### src/rtl/shift_exec.sv
// Iterative RV64 shifter: SLL/SRL/SRA and W-variants, up to STEP bits per cycle.
// Valid/ready on both sides; one operation in flight at a time.
module shift_exec #(
    parameter int STEP = 4
) (
    input  logic        clk,
    input  logic        rst,
    input  logic        in_valid,
    output logic        in_ready,
    input  logic [1:0]  op,
    input  logic        word,
    input  logic [63:0] src,
    input  logic [5:0]  shamt,
    output logic        out_valid,
    input  logic        out_ready,
    output logic [63:0] result,
    output logic        busy
);

    typedef enum logic [1:0] {
        IDLE,
        SHIFT,
        DONE
    } state_t;

    localparam logic [5:0] STEP6 = 6'(STEP);

    state_t      state;
    state_t      state_nx;
    logic [63:0] work;
    logic [5:0]  rem;
    logic [1:0]  op_q;
    logic        word_q;
    logic [5:0]  eff;
    logic [5:0]  n;
    logic [31:0] fill32;
    logic        accept;

    assign eff    = word ? {1'b0, shamt[4:0]} : shamt;
    assign fill32 = (op == 2'b10 && src[31]) ? '1 : '0;
    assign n      = (rem < STEP6) ? rem : STEP6;
    assign accept = in_valid && in_ready;
    assign result = word_q ? {{32{work[31]}}, work[31:0]} : work;

    always_comb begin
        state_nx  = state;
        in_ready  = 1'b0;
        out_valid = 1'b0;
        busy      = 1'b1;
        unique case (state)
            IDLE: begin
                in_ready = 1'b1;
                busy     = 1'b0;
                if (in_valid)
                    state_nx = (eff == '0 || op == 2'b11) ? DONE : SHIFT;
            end
            SHIFT: begin
                if (rem == n)
                    state_nx = DONE;
            end
            DONE: begin
                out_valid = 1'b1;
                if (out_ready)
                    state_nx = IDLE;
            end
            default: state_nx = IDLE;
        endcase
    end

    always_ff @(posedge clk) begin
        if (rst)
            state <= IDLE;
        else
            state <= state_nx;
    end

    // W-ops keep the 32-bit operand in the low half; the upper half
    // only feeds SRA fill, and is dropped again when forming result.
    always_ff @(posedge clk) begin
        if (rst) begin
            work   <= '0;
            rem    <= '0;
            op_q   <= '0;
            word_q <= 1'b0;
        end else if (accept) begin
            op_q   <= op;
            word_q <= word;
            rem    <= (op == 2'b11) ? '0 : eff;
            work   <= word ? {fill32, src[31:0]} : src;
        end else if (state == SHIFT) begin
            rem <= rem - n;
            unique case (op_q)
                2'b00:   work <= work << n;
                2'b01:   work <= work >> n;
                2'b10:   work <= $signed(work) >>> n;
                default: work <= work;
            endcase
        end
    end

endmodule

### config.mk
export PLATFORM = sky130hd
export DESIGN_NAME = shift_exec
export DESIGN_NICKNAME = d
export VERILOG_FILES = /design/src/rtl/shift_exec.sv
export SDC_FILE = /design/constraint.sdc
export NUM_CORES = 1
export LEC_CHECK = 0
export BUFFER_PORTS_ARGS = -buffer_cell sky130_fd_sc_hd__buf_2
export CAP_MARGIN = 0
export CORE_MARGIN = 1.5
export CORE_UTILIZATION = 45
export DETAILED_ROUTE_END_ITERATION = 10
export PLACE_DENSITY = 0.73
export SYNTH_ARGS = -nofsm -noshare
export SYNTH_HDL_FRONTEND = slang
export SYNTH_SLANG_ARGS = --single-unit
### constraint.sdc
create_clock -name clk -period 3.2 [get_ports clk]
set_input_delay 0.64 -clock clk [delete_from_list [all_inputs] [get_ports clk]]
set_output_delay 0.64 -clock clk [all_outputs]
set_load 0.02 [all_outputs]
Word-level counts from Yosys, hierarchy flattened
Index checks and enable logic that the tools add are counted.
{ "op_classes": {"magnitude_cmp": 1, "reduce_logical": 10, "addsub": 1, "n_mux": 19, "shifts": 3, "n_eq_ne": 10} }
{ "op_table": {"columns": ["op", "count"], "rows": [
  ["$mux W64", 4],
  ["$pmux W64 S3", 1],
  ["$shl A64 B6 Y64", 1],
  ["$shr A64 B6 Y64", 1],
  ["$sshr A64 B6 Y64", 1],
  ["$mux W32", 1],
  ["$mux W6", 5],
  ["$eq A2 B2 Y1 const B", 4],
  ["$mux W2", 4],
  ["$eq A6 B6 Y1", 1],
  ["$logic_not A6 Y1", 1],
  ["$lt A6 B3 Y1 const B", 1],
  ["$ne A2 B2 Y1 const B", 3],
  ["$pmux W2 S3", 1],
  ["$sub A6 B6 Y6", 1],
  ["$eq A2 B1 Y1 const B", 2],
  ["$logic_not A2 Y1", 2],
  ["$reduce_bool A4 Y1", 1],
  ["$mux W1", 3],
  ["$reduce_and A3 Y1", 1],
  ["$logic_and A1 B1 Y1", 2],
  ["$reduce_and A2 Y1", 1],
  ["$reduce_bool A2 Y1", 1],
  ["$logic_or A1 B1 Y1", 1]
]} }
{ "totals": {"word_cells": 49, "reg_bits": 75, "output_inout_bits": 67, "inputBits": 77} }

Logic depth before layout (Yosys ltp)
{ "depth": {"word_depth": 6, "mapped_depth": 13} }

Worst setup path after synthesis
No wires, ideal clock.
{ "synth_path": {"kind": "register -> register", "startpoint": "register rem[2]", "endpoint": "register rem[2]", "arrival_ns": 2.315, "path_buffers": 5, "stages_incl_launch_ff": 14, "setup_time_ns": 0.132, "path_slack_ns": 0.754, "required_ns": 3.068, "synth_period_minus_slack_ns": 2.446, "path_cell_list": "dfxtp_1 buf_6 or4_4 buf_6 buf_6 buf_2 buf_1 nand2_1 ha_1 nand2_1 o21ai_0 o22ai_1 a221oi_1 nor3_1"} }
{ "synth_via": {"elab_chain_len": 5} }
{ "synth_lines": {"columns": ["item", "line", "rtl"], "rows": [
  ["from (decl)", "31", "logic [5:0] rem;"],
  ["from (signal assigned)", "88", "rem <= (op == 2'b11) ? '0 : eff;"],
  ["from (signal assigned)", "91", "rem <= rem - n;"],
  ["$lt A6 B3 Y1", "41", "assign n = (rem < STEP6) ? rem : STEP6;"],
  ["$mux W6", "41", null],
  ["$sub A6 B6 Y6 (*)", "91", null],
  ["$mux W6 (*)", "90", "end else if (state == SHIFT) begin"],
  ["$mux W6 (*)", "85", "end else if (accept) begin"]
]} }
Mark *: on every way between the ends. The rest lies on a longest branch, timed or not. The select of a mux whose other input is x is not followed.
A chain may end at the register's enable or synchronous reset.

Worst setup path after layout
{ "layout_path": {"startpoint": "register rem[2]", "endpoint": "register work[27]"} }
{ "layout_via": {"elab_chain_len": 6, "word_cells_on_any_way": 8, "classes_between": "order compare: 1; shift: 3; mux: 4"} }
{ "layout_lines": {"columns": ["item", "line", "rtl"], "rows": [
  ["$lt A6 B3 Y1", "41", null],
  ["$mux W6 (*)", "41", null],
  ["$sshr A64 B6 Y64, or another cell as far along", "95", "2'b10: work <= $signed(work) >>> n;"],
  ["$pmux W64 S3 (*)", "92", "unique case (op_q)"],
  ["$mux W64 (*)", "90", null],
  ["$mux W64 (*)", "85", null],
  ["to (signal assigned)", "93", "2'b00: work <= work << n;"],
  ["to (signal assigned)", "95", null],
  ["to (signal assigned)", "96", "default: work <= work;"],
  ["to (decl)", "30", "logic [63:0] work;"]
]} }
Marked as above.

==> run summary <==
Startpoint Class -> flop
FF-to-FF Start -> rem[2]
Sw Ratio -> 49.7%
CTS root buffer -> clkbuf_16
power share of the sequential group -> 25.6%
die span in x -> 142 um
Slew @ Worst Pin -> 1070 ps
Crit path largest cell delay -> 510 ps
initial core utilization -> 46.2%
DRT Wirelength -> 38,400 um
row cnt -> 50
Comb pwr share -> 52.0%
Internal -> 2800 uW
pwr dens -> 571 nW/um^2
1st-iter DRT viols -> 1,959
syn nets -> 1,371
Overflow after GRT -> 0
CP Class -> flop to flop
largest net degree at the start of global routing -> 61
Die ar. -> 20,200 sq um
hpwl dp -> 25,800 um
critical hold path startpoint -> op_q[1]
period utilization -> 88.5%
minimum clock period -> 2830 ps
Die Y -> 142 um
Mapped Avg Cell Area -> 6.74 sq um
CTS tree -> built
Routed Antenna Nets -> 0
pre-CTS setup slack -> 463 ps
CTS buffer count -> 9
Slew Limit Fails -> 0
outcome -> completed
post-synthesis cell type count -> 82
Resized cells post-CTS -> 0
max_cap viols -> 0
Post-Synthesis Cells -> 1,290
Clock Latency Late Sink -> 370 ps
async set-reset flop share out of synthesis -> 0%
H-tree depth -> 3
area grow syn2layout -> 12.0%
CTS Hold Bufs -> 0
cell mode on critical path -> a21oi_1
yosys warns -> 0
Crit-path slowest cell -> nand2_1
CP Data Arrival Time -> 3050 ps
Pre-antenna DRT Iters -> 6
clock sink count -> 75
post-CTS setup buffer count -> 0
synthesized flop and latch total -> 75
CP Launch Point -> rem[2]
Worst R2R Setup Slack -> 370 ps
Ant. Diodes -> 0
PortBufs -> 143
per-cell routed wire length -> 24.1 um
P_leak -> 0.00355 uW
skew final -> 9.42 ps
switching power -> 2760 uW
IO Pins -> 144
sequential element share of the synthesized area -> 17.3%
worst setup margin -> 367 ps
family with the most delay on the worst path -> simple AND/OR/NAND/NOR gates
Most used DFF post-synth -> dfxtp_1
vias in the first global route -> 10.4k
setup violators final -> 0
vias per cell -> 7.12
Fin. Hold Viols -> 0
Critical Path Sink Type -> flop
commonest cells after routing, fill and taps aside -> 153 x nand2_1, 143 x buf_2, 139 x a21oi_1
Critical Path, Cell by Cell -> nor4_4 > buf_12 > nand2_1 > a21oi_1 > a21oi_1 > a2111oi_0 > a211oi_1
core area -> 18,800 sq um
commonest non-fill, non-tap cell in the layout -> nand2_1
synthesized area -> 8700 sq um
Rel. slew slack -> 28.4%
number of synthesized flops with an enable pin -> 0
DRC -> 0
setup_tns -> 0 ps
first-pass GRT wire length -> 59,600 um
GP Congestion -> 0.999
clock buffer depth -> 2
clock share of power -> 22.4%
initial antenna violation count -> 0
worst IR drop on VDD -> 327 uV
via count -> 11.4k
fin nets -> 1,410
WP data required -> 3420 ps
Critical Path Fanout Max -> 60
Highest Clock Rate -> 353 MHz
Hold Crit Class -> flop to flop
RSZ-0062 raised after global routing -> false
overall global routing resource usage -> 37.6%
share of cells above drive strength 1 -> 19.9%
Worst Path Buf+Inv -> 1
Clock transition at path regs -> 70 ps
[registers in the layout, indices dropped and copies added, names as in the netlist]
| signal | flops |
|---|---|
| rem | 6 |
| word_q | 1 |
| state | 2 |
| work | 64 |
| op_q | 2 |
[cell families (layout without fill, tap and decap cells)]
logic type               Yosys count  after routing  synth area share, %
AND/OR/NAND/NOR                  364            364                 19.3
flip-flops                        75             75                 17.3
adder cells (fa/ha/maj)            4              4                0.576
other                              1              1               0.0431
buffers and inverters            228            272                 12.8
multiplexers                      40             40                 6.07
AO/OA/AOI/OAI                    578            578                 43.9
[final timing paths]
kind                   end  depth (start not counted)
setup reg to reg  work[27]                          7
setup / recovery  work[27]                          7
hold reg to reg    op_q[1]                          2
hold / removal     op_q[1]                          2
[worst register-to-register path, delay by kind of cell (launching register included)]
| family | cells | cell delay (ps) |
|---|---|---|
| compound gates | 4 | 920 |
| buf+inv | 1 | 340 |
| simple gates | 2 | 1010 |
| flops | 1 | 410 |
[synthesized netlist by cell type, types with 7 or more instances]
| cell type | count | share of area [%] |
|---|---|---|
| a2111oi_0 | 7 | 0.71 |
| a211oi_1 | 60 | 5.2 |
| a21boi_0 | 7 | 0.60 |
| a21oi_1 | 140 | 8.1 |
| a221o_1 | 9 | 1.0 |
| a221oi_1 | 33 | 3.3 |
| a22oi_1 | 12 | 1.0 |
| a311oi_1 | 17 | 1.7 |
| a31oi_1 | 34 | 2.4 |
| a32oi_1 | 8 | 0.81 |
| buf_1 | 10 | 0.43 |
| buf_2 | 39 | 2.2 |
| buf_4 | 39 | 3.4 |
| clkbuf_1 | 86 | 3.7 |
| dfxtp_1 | 75 | 17 |
| inv_1 | 42 | 1.8 |
| mux2i_1 | 28 | 3.2 |
| mux4_2 | 10 | 2.6 |
| nand2_1 | 153 | 6.6 |
| nand3_1 | 50 | 2.9 |
| nor2_1 | 77 | 3.3 |
| nor3_1 | 39 | 2.2 |
| o2111ai_1 | 9 | 0.91 |
| o211ai_1 | 26 | 2.2 |
| o21ai_0 | 125 | 7.2 |
| o221ai_1 | 16 | 1.6 |
| o22ai_1 | 18 | 1.3 |
| o31ai_1 | 8 | 0.69 |
[area by class of cell]
cell class	instances	area, sq um
repair buffers	212	1310
clock buffers	10	229
well taps	260	325
fillers	1923	9090
multi-input cells	987	6100
clock inverters	6	105
inverters	44	165
flip-flops and latches	75	1510
[per-stage QoR]
step | hold slack, ps | instance area, sq um | std cells | total power, uW | util, %
floorplan | 453 | 8700 | 1290 | 3340 | -
global route | 498 | 9740 | 1594 | 5780 | 51.7
detailed placement | 467 | 9410 | 1578 | 4190 | 49.9
global placement | 468 | 9410 | 1578 | 4180 | 49.9
finish | 474 | 9740 | 1594 | 5560 | 51.7
CTS | 476 | 9740 | 1594 | 5420 | 51.7
[routing by layer]
metal | vias up | wire, um | track usage [%]
met4 | 0 | 1690 | 19.1
li1 | 4961 | - | -
met1 | 5232 | 15500 | 52.7
met3 | 157 | 5170 | 8.65
met2 | 1000 | 16100 | 53.5
met5 | - | 0 | 0
[power by group through the flow]
stage               Clock (uW)  Combinational (uW)  Sequential (uW)
floorplan                    0                2120             1220
global route              1280                3070             1440
CTS                       1240                2790             1400
finish                    1240                2890             1420
global placement             0                2760             1420
detailed placement           0                2770             1420
Power figures use the tool's default switching activity.
